**config.mk**
```make
export PLATFORM = sky130hd
export DESIGN_NAME = gpu_fill_cmd_loader
export DESIGN_NICKNAME = d
export VERILOG_FILES = /design/src/rtl/gpu_fill_cmd_loader.sv
export SDC_FILE = /design/constraint.sdc
export NUM_CORES = 1
export LEC_CHECK = 0
export BUFFER_PORTS_ARGS = -buffer_cell sky130_fd_sc_hd__buf_2
export CORE_ASPECT_RATIO = 1.75
export CORE_MARGIN = 2
export CORE_UTILIZATION = 40
export DETAILED_ROUTE_END_ITERATION = 8
export GPL_TIMING_DRIVEN = 0
export PLACE_DENSITY = 0.71
export SYNTH_ARGS = -nofsm -noshare
export SYNTH_HDL_FRONTEND = slang
export SYNTH_SLANG_ARGS = --single-unit
export TNS_END_PERCENT = 1
```
**constraint.sdc**
```tcl
create_clock -name i_clk -period 1.84 [get_ports i_clk]
set_clock_uncertainty 0.15 [all_clocks]
set_input_delay 0.368 -clock i_clk [delete_from_list [all_inputs] [get_ports i_clk]]
set_output_delay 0.368 -clock i_clk [all_outputs]
set_load 0.01 [all_outputs]
```
**src/rtl/gpu_fill_cmd_loader.sv**
```systemverilog
// gpu_fill_cmd_loader
// Reads the three-word fill-rectangle packet from the command FIFO. Each word
// is latched into the fill engine's setup registers with the PSX coordinate
// masking and width rounding applied. The block then pulses the fill engine's
// start and holds the registers stable until the engine reports completion.
module gpu_fill_cmd_loader (
    input  logic               i_clk,
    input  logic               i_nrst,
    input  logic               i_start,
    input  logic [31:0]        i_fifoData,
    input  logic               i_fifoEmpty,
    output logic               o_fifoPop,
    output logic [7:0]         o_RegR0,
    output logic [7:0]         o_RegG0,
    output logic [7:0]         o_RegB0,
    output logic signed [11:0] o_RegX0,
    output logic signed [11:0] o_RegY0,
    output logic [10:0]        o_RegSizeW,
    output logic [9:0]         o_RegSizeH,
    output logic               o_activateFILL,
    input  logic               i_FILLInactiveNextCycle,
    output logic               o_busy,
    output logic               o_done
);

    typedef enum logic [2:0] {
        IDLE,
        GET_COL,
        GET_XY,
        GET_WH,
        ACTIVATE,
        WAIT_FILL
    } state_t;

    state_t      state;
    logic        in_get;
    logic [10:0] size_w_next;
    logic        unused_bits;

    // The opcode byte is never checked, and bits above the Y/H fields are ignored.
    assign unused_bits = ^i_fifoData[31:25];

    // The width field is rounded up to a multiple of 16 in 11 bits, so 0x3FF becomes 0x400.
    assign size_w_next = ({1'b0, i_fifoData[9:0]} + 11'd15) & 11'h7F0;

    assign in_get    = (state == GET_COL) || (state == GET_XY) || (state == GET_WH);
    // A word is consumed on the same edge that latches it, and never from an empty FIFO.
    assign o_fifoPop = in_get && !i_fifoEmpty;
    assign o_busy    = (state != IDLE) || o_done;

    // Packet sequencing, setup-register capture, and the activate/done pulses.
    always_ff @(posedge i_clk) begin
        // NOTE: every register in this block uses <= so all of them update from
        // the same pre-edge values, whatever order the statements appear in.
        if (!i_nrst) begin
            state          <= IDLE;
            o_RegR0        <= '0;
            o_RegG0        <= '0;
            o_RegB0        <= '0;
            o_RegX0        <= '0;
            o_RegY0        <= '0;
            o_RegSizeW     <= '0;
            o_RegSizeH     <= '0;
            o_activateFILL <= 1'b0;
            o_done         <= 1'b0;
        end else begin
            o_activateFILL <= 1'b0;
            o_done         <= 1'b0;
            case (state)
                IDLE: begin
                    if (i_start) begin
                        state <= GET_COL;
                    end
                end
                GET_COL: begin
                    if (!i_fifoEmpty) begin
                        o_RegR0 <= i_fifoData[7:0];
                        o_RegG0 <= i_fifoData[15:8];
                        o_RegB0 <= i_fifoData[23:16];
                        state   <= GET_XY;
                    end
                end
                GET_XY: begin
                    if (!i_fifoEmpty) begin
                        o_RegX0 <= {2'b00, i_fifoData[9:4], 4'b0000};
                        o_RegY0 <= {3'b000, i_fifoData[24:16]};
                        state   <= GET_WH;
                    end
                end
                GET_WH: begin
                    if (!i_fifoEmpty) begin
                        o_RegSizeW     <= size_w_next;
                        o_RegSizeH     <= {1'b0, i_fifoData[24:16]};
                        o_activateFILL <= 1'b1;
                        state          <= ACTIVATE;
                    end
                end
                ACTIVATE: begin
                    state <= WAIT_FILL;
                end
                WAIT_FILL: begin
                    // Done lands one cycle later, when the fill engine is already idle.
                    if (i_FILLInactiveNextCycle) begin
                        o_done <= 1'b1;
                        state  <= IDLE;
                    end
                end
                default: begin
                    state <= IDLE;
                end
            endcase
        end
    end

endmodule

```
Word level (Yosys, flattened, before mapping)
Cells that the tools add are included.
W data, S select, Z words.

storage, ports and cells
  output and inout bits = 73
  flip-flop bits (word level) = 60

cells by class
  equal/unequal tests = 10
  reduce and logical (&&, ||, !) cells = 13
  bitwise gates (word level) = 1
  add/subtract/negate cells = 1
  multiplexer cells = 8

operator list
  cell                     number
  $pmux W3 S6              1
  $mux W3                  5
  $add A10 B4 Y11 const B  1
  $ne A2 B2 Y1 const B     5
  $reduce_and A2 Y1        5
  $eq A3 B2 Y1 const B     2
  $eq A3 B3 Y1 const B     2
  $reduce_and A5 Y1        1
  $eq A3 B1 Y1 const B     1
  $logic_not A3 Y1         1
  $logic_or A1 B1 Y1       3
  $reduce_bool A3 Y1       1
  $mux W1                  2
  $logic_and A1 B1 Y1      1
  $logic_not A1 Y1         1
  $not A1 Y1               1

Depth between registers and ports, before layout
Gate-level depths: netlist of the first run.

  depth in word-level cells = 4
  depth in mapped cells = 6
  depth with buffers taken out = 3

Worst setup path after synthesis of the first run
No wires, ideal clock.

  path type = input port to flip-flop
  start = in i_fifoEmpty
  end = reg o_RegB0[0]
  buffers on the path = 3
  stages on the path = 6
  path slack = 0.196 ns
  data arrival time = 1.377 ns
  required time = 1.574 ns
  cell sequence = buf_2 > or4b_1 > buf_2 > buf_6 > nand2_1 > a21boi_1

between the ends
  cells in the longest elaborated chain, start to end = 2

RTL lines
  item                                line  source
  from (decl)                         11    input logic i_fifoEmpty,
  $not A1 Y1 (no source line)         n/a
  $reduce_and A2 Y1 (no source line)  n/a
  to (signal assigned)                79    o_RegB0 <= i_fifoData[23:16];
  to (decl)                           15    output logic [7:0] o_RegB0,

Every way passes these cells.
A chain may end at the register's enable or synchronous reset.

Worst setup path after layout of the first run
  start = reg state[2]
  end = out o_fifoPop

between the ends
  cells in the longest elaborated chain, start to end = 4

RTL lines
  item                                                 line  source
  from (decl)                                          35    state_t state;
  from (signal assigned)                               56    state <= IDLE;
  from (signal assigned)                               72    state <= GET_COL;
  from (signal assigned)                               80    state <= GET_XY;
  $eq A3 B1 Y1 / $eq A3 B2 Y1 (equally long branches)  46    assign in_get = (state == GET_COL) || (state == GET_XY) || (state == GET_WH);
  $logic_or A1 B1 Y1                                   46
  $logic_or A1 B1 Y1 *                                 46
  $logic_and A1 B1 Y1 *                                48    assign o_fifoPop = in_get && !i_fifoEmpty;
  to (decl)                                            12    output logic o_fifoPop,

Mark *: on every way between the ends. The rest lies on a longest branch, timed or not.

==> results of run 1 <==
[per-stage QoR]
step                area (sq um)  worst slack [ns]  power [mW]  utilization  hold WS, ns
floorplan                   2620             0.196        1.61            -        0.325
finish                      3330            0.0928        2.80        0.535        0.106
detailed placement          3140            0.0397        1.75        0.505        0.292
global placement            3140            0.0918        1.74        0.505        0.288
CTS                         3330            0.0153        2.82        0.534       0.0969
global route                3330            0.0238        2.92        0.535        0.107
[power by group through the flow]
| stage | Clock (mW) | Sequential (mW) | Combinational, mW |
|---|---|---|---|
| floorplan | 0 | 1.41 | 0.204 |
| global placement | 0 | 1.39 | 0.349 |
| detailed placement | 0 | 1.39 | 0.354 |
| CTS | 1.11 | 1.36 | 0.355 |
| global route | 1.17 | 1.37 | 0.394 |
| finish | 1.09 | 1.36 | 0.354 |
[tightest hold or removal path, stage by stage]
cell and delay, ns:
buf_2 0.09, nand2_1 0.04, a21boi_1 0.05
[path summary, 6_finish.rpt]
check        slack (ns)  cells after the start    endpoint           start
max reg2reg        0.14                      5  o_RegY0[6]        state[2]
min                0.11                      3  o_RegG0[7]  i_fifoData[15]
max                0.09                      3   o_fifoPop        state[2]
min reg2reg        0.30                      2  o_RegB0[3]      o_RegB0[3]
[placed cells by master (no fill, tap or decap), types with 4 or more instances in the layout]
master	synthesis	final
nand2_1	105	105
a21boi_1	31	31
buf_2	9	92
clkbuf_1	7	10
buf_4	15	16
conb_1	1	14
a31oi_1	4	4
clkbuf_8	0	12
buf_6	5	5
dfxtp_1	60	59
o21ai_0	8	8
a21boi_0	18	18
[logic make-up after synthesis]
logic type,Yosys count,share of synthesized area
buf+inv,37,0.0949
xor+xnor,3,0.0102
flops,60,0.467
compound gates,69,0.190
simple gates,129,0.236
other cells,1,0.00146
[sequential cells by signal, indices dropped and copies added, names as in the netlist]
signal / flops
o_RegB0: 8
o_RegG0: 8
o_RegR0: 8
o_RegSizeH: 9
o_RegSizeW: 7
o_RegX0: 6
o_RegY0: 9
o_activateFILL: 1
o_done: 1
state: 3
[timing repair]
item / 4_1_cts / 5_1_grt
setup endpoints to repair: 0 / 3
endpoints found under the hold margin: 0 / 0
resized for setup: 0 / 4
[layout make-up]
class	count	area [sq um]	area share
flip-flops and latches	60	1200	0.361
multi-input cells	215	1170	0.352
repair buffers	85	425	0.128
plain buffers	36	245	0.0736
clock buffers	15	176	0.0529
well taps	80	100	0.0300
clock inverters	1	5.00	0.00150
inverters	1	3.75	0.00113
[per-layer routing]
layer  vias to the layer above  track usage  share of wire
li1                       1181            -              -
met1                      1057        0.201           0.38
met2                        76        0.363           0.53
met3                        11       0.0619          0.063
met4                         0       0.0988          0.026
met5                         -            0              0
==> impl_metrics.yaml, run 1 <==
outcome:
  outcome: "completed"
setup_path:
  critPathKind: "register to output pin"
  cp-start-kind: "register"
  worstPathArrival_ns: 1.23
  crit_family: "flip-flops"
  path_buf_inv: 2
  end_kind: "output pin"
  required_ns: 1.32
  crit_chain: "clkbuf_4 -> nor3_1 -> buf_2"
  cpPeakStageDelay_ns: 0.35
  worstPathMaxFanout: 10
  slowest_stage: "dfxtp_2"
pwr:
  cellLeakagePower_nw: 1.49
  p_seq_frac: 0.486
  power_frac_comb: 0.126
  switchingPower_mw: 0.705
  ir_worst_vdd_mv: 0.612
  power.density_nw_per_um2: 841
  clockPowerShare: 0.388
  p_int_mw: 2.10
  switching_share: 0.252
timing:
  setup_viol: 0
  fin_tns_setup_ns: 0
  fin_crit_sh: 0.950
  period_minus_slack_ns: 1.75
  slew_viol_final: 0
  worst_pin_slew_ns: 0.785
  rsz0062_at_grt: "false"
  finalHoldViolCount: 0
  max_freq_mhz: 572
  relSlewSlack: 0.472
floorplanning:
  io_pins: 110
  start_util: 0.413
  dieWidth_microns: 64.6
  die_area_sq_um: 7110
  die_height_microns: 110
  coreArea_sq_um: 6230
  num_rows: 38
synthesis:
  synth_edf_count: 0
  synth_most_common_cell: "nand2_1"
  synth.area.top_cells: "dfxtp_1 47%, nand2_1 15%, a21boi_1 9.1%, a21boi_0 5.3%, buf_4 4.4%"
  synth.distinct_cells: 36
  synth_largest_area_cell: "dfxtp_1"
  synth.avg_cell_area_sq_um: 8.60
  ys_top_cells_by_count: "105 x nand2_1, 60 x dfxtp_1, 31 x a21boi_1"
  netlist_instances: 299
  synth_seq_cells: 60
  synthArstFlopShare: 0
  ys_warn_count: 0
  synth_ff_type: "dfxtp_1"
  syn-cell-area_sq_um: 2570
  synth_top_area_frac: 0.467
  ys_seq_area_frac: 0.467
clock_network:
  clk_pin_slew_ns: 0.07
  post_cts.repair.setup_buffers: 0
  clock_latency_ns: 0.34
  cts_tree: "built"
  numClockSinks: 60
  cts_buffer_depth: 2
  cts_buffers: 9
  root_buffer: "clkbuf_8"
  holdBufCountCts: 0
  htreeDepth: 3
grt:
  grtUsageTotal: 0.199
  first_global_vias: 2263
  grt_pass1_wl_microns: 10600
  grt_max_degree: 11
  grt_overflow: 0
  antenna_found_initial: 0
routing:
  first_pass_iters: 4
  drc: 0
  antenna_left: 0
  drtIter0Drc: 79
  wl_per_cell_microns: 13.4
  wirelength_microns: 6600
  routed_via_density: 4.72
  vias: 2325
place:
  dp_cells: 477
  dp.final_hpwl_microns: 4980
  io_buffers: 85
  routabilityCongestion: 0.738
job:
  cap_violations: 0
finish:
  instances_no_fill: 493
  n_fill_cell: 656
  drive_gt1_frac: 0.322
  num_antenna_cells: 0
  final_nets: 445
  syn2layout_area_growth_pct: 29.6
hold_path:
  hold_path.class: "primary input to register"
Note: power is estimated with default switching activity, not from simulation.
==> inputs of run 2 (changes only) <==
CELL_PAD_IN_SITES_DETAIL_PLACEMENT = 1   (was not set)
CELL_PAD_IN_SITES_GLOBAL_PLACEMENT = 1   (was not set)
CORE_UTILIZATION = 34   (was 40)
PLACE_DENSITY = 0.82   (was 0.71)
==> run 2 against run 1 <==
Against the previous run:
- sequential power about the same
- largest cell class unchanged
- count of clock-buffer cells in the layout decreased by 2
- sequential share of layout area decreased by 0.91 points
- total power increased by 12%
- worst hold slack improved by 0.029 ns
- combinational power increased by 3%
- clock power increased by 29%
- via count increased by 3.2%
- final cell count increased by 1.2%
- critical endpoint unchanged
- non-clock buffer count increased by 1
- sequential cell count unchanged
- worst setup slack improved by 0.00076 ns
- largest power group is now the clock network
==> impl_metrics.yaml, run 2 (same netlist as run 1, synthesis figures left out) <==
grt:
  antenna_found_initial: 0
  grt_max_degree: 11
  grt_overflow: 0
  grtUsageTotal: 0.186
  first_global_vias: 2476
  grt_pass1_wl_microns: 12000
finish:
  layout_commonest_cell: "nand2_1"
  num_antenna_cells: 0
  reg_top3: "o_RegSizeH x9, o_RegY0 x9"
  final_core_util: 0.458
  final_nets: 446
  stdcell_area_sq_um: 3410
  n_fill_cell: 945
  instances_no_fill: 499
  final_cell_mix: "105 x nand2_1, 91 x buf_2, 60 x dfxtp_1"
  drive_gt1_frac: 0.316
  syn2layout_area_growth_pct: 32.9
routing:
  drtIter0Drc: 96
  wl_per_cell_microns: 14.9
  drc: 0
  routed_via_density: 4.81
  wirelength_microns: 7420
  vias: 2399
  first_pass_iters: 4
  antenna_left: 0
clock_network:
  root_buffer: "clkbuf_16"
  numClockSinks: 60
  clock_latency_ns: 0.32
  cts_buffers: 9
  holdBufCountCts: 0
  htreeDepth: 3
  cts_buffer_depth: 2
  cts_tree: "built"
  clk_pin_slew_ns: 0.05
timing:
  slew_viol_final: 0
  setup_viol: 0
  fin_crit_sh: 0.949
  worst_pin_slew_ns: 0.858
  finalHoldViolCount: 0
  max_freq_mhz: 573
  fin_ws_ns: 0.0936
  relSlewSlack: 0.424
  period_minus_slack_ns: 1.75
floorplanning:
  die_height_microns: 119
  num_rows: 42
  start_util: 0.344
  dieWidth_microns: 69.7
  io_pins: 110
  coreArea_sq_um: 7460
  die_area_sq_um: 8300
setup_path:
  cp-start-kind: "register"
  worstPathArrival_ns: 1.23
  crit_family: "flip-flops"
  worstPathMaxFanout: 10
  slowest_stage: "dfxtp_1"
  r2r_cells: 6
  r2r_end: "o_RegY0[3]"
  cp-endpoint: "o_fifoPop"
  reg2reg_from: "state[0]"
  end_kind: "output pin"
  required_ns: 1.32
  crit_cells: 4
  critPathKind: "register to output pin"
  path_buf_inv: 2
  worstSetupStartpoint: "state[1]"
  crit_chain: "buf_4 -> nor2_1 -> nor3_2 -> buf_2"
  cpPeakStageDelay_ns: 0.35
  rrSetupSlack_ns: 0.17
job:
  cap_violations: 0
outcome:
  outcome: "completed"
place:
  placed_area_sq_um: 3150
  routabilityCongestion: 0.731
  io_buffers: 85
  dp_slack_ns: -0.0542
  dp.final_hpwl_microns: 5630
  dp_cells: 485
pwr:
  cellLeakagePower_nw: 1.52
  ir_worst_vdd_mv: 0.501
  power_mw: 3.14
  power.density_nw_per_um2: 921
hold_path:
  hold_path.class: "primary input to register"
  holdPathStages: 3
[run 2: cell types whose count changed in the layout (fill, tap and decap cells not counted)]
cell / change
nor3_2: +1
buf_4: +2
nor3_1: -1
clkbuf_16: +9
clkinv_2: -1
clkbuf_8: -12
clkbuf_1: +1
dfxtp_2: -1
buf_2: -1
dfxtp_1: +1
[run 2: layer usage]
metal  vias up  global-route usage  wire (microns)
met1      1130               0.188            2780
met4         0              0.0889             158
met5         -                   0               0
met3        12              0.0541             457
met2        77               0.343            4030
li1       1180                   -               -
[run 2: how the worst min path moves through the flow]
stage,startpoint,to,slack [ns]
2_1_floorplan,o_RegSizeW[10],o_RegSizeW[10],0.32
3_3_place_gp,o_RegY0[6],o_RegY0[6],0.29
3_5_place_dp,o_RegY0[4],o_RegY0[4],0.29
4_1_cts,i_fifoData[13],o_RegG0[5],0.13
5_1_grt,i_fifoData[13],o_RegG0[5],0.13
6_report,i_fifoData[13],o_RegG0[5],0.13
[run 2: area by class of cell]
| cell class | count | area, sq um | share of cell area |
|---|---|---|---|
| tap | 88 | 110 | 0.0322 |
| inverter | 1 | 3.75 | 0.00110 |
| clock buffer | 13 | 240 | 0.0704 |
| sequential | 60 | 1200 | 0.352 |
| buffer | 36 | 248 | 0.0726 |
| multi-input combinational | 215 | 1180 | 0.345 |
| timing repair buffer | 86 | 433 | 0.127 |
[run 2: metrics by stage]
stage,TNS [ns],hold WS (ns)
finish,0,0.134
global route,-0.0313,0.135
CTS,0,0.127
detailed placement,-0.120,0.295
global placement,0,0.287
floorplan,0,0.325
[run 2: worst reg2reg max path, cell delays in order, from the launching register on]
cell	delay (ns)
dfxtp_1	0.32
buf_6	0.14
or4b_4	0.53
buf_6	0.15
buf_6	0.14
nand2_1	0.07
a21boi_1	0.06
[run 2: repair_timing]
item | 4_1_cts | 5_1_grt
setup buffers | 0 | 1
resized for setup | 0 | 6
setup endpoints to repair | 0 | 30
[run 2: report_power, final]
| part | internal (mW) | switching, mW | leakage (nW) |
|---|---|---|---|
| clock | 0.886 | 0.528 | 0.116 |
| sequential | 1.35 | 0.0210 | 0.486 |
| combinational | 0.160 | 0.204 | 0.916 |
| total | 2.39 | 0.753 | 1.52 |
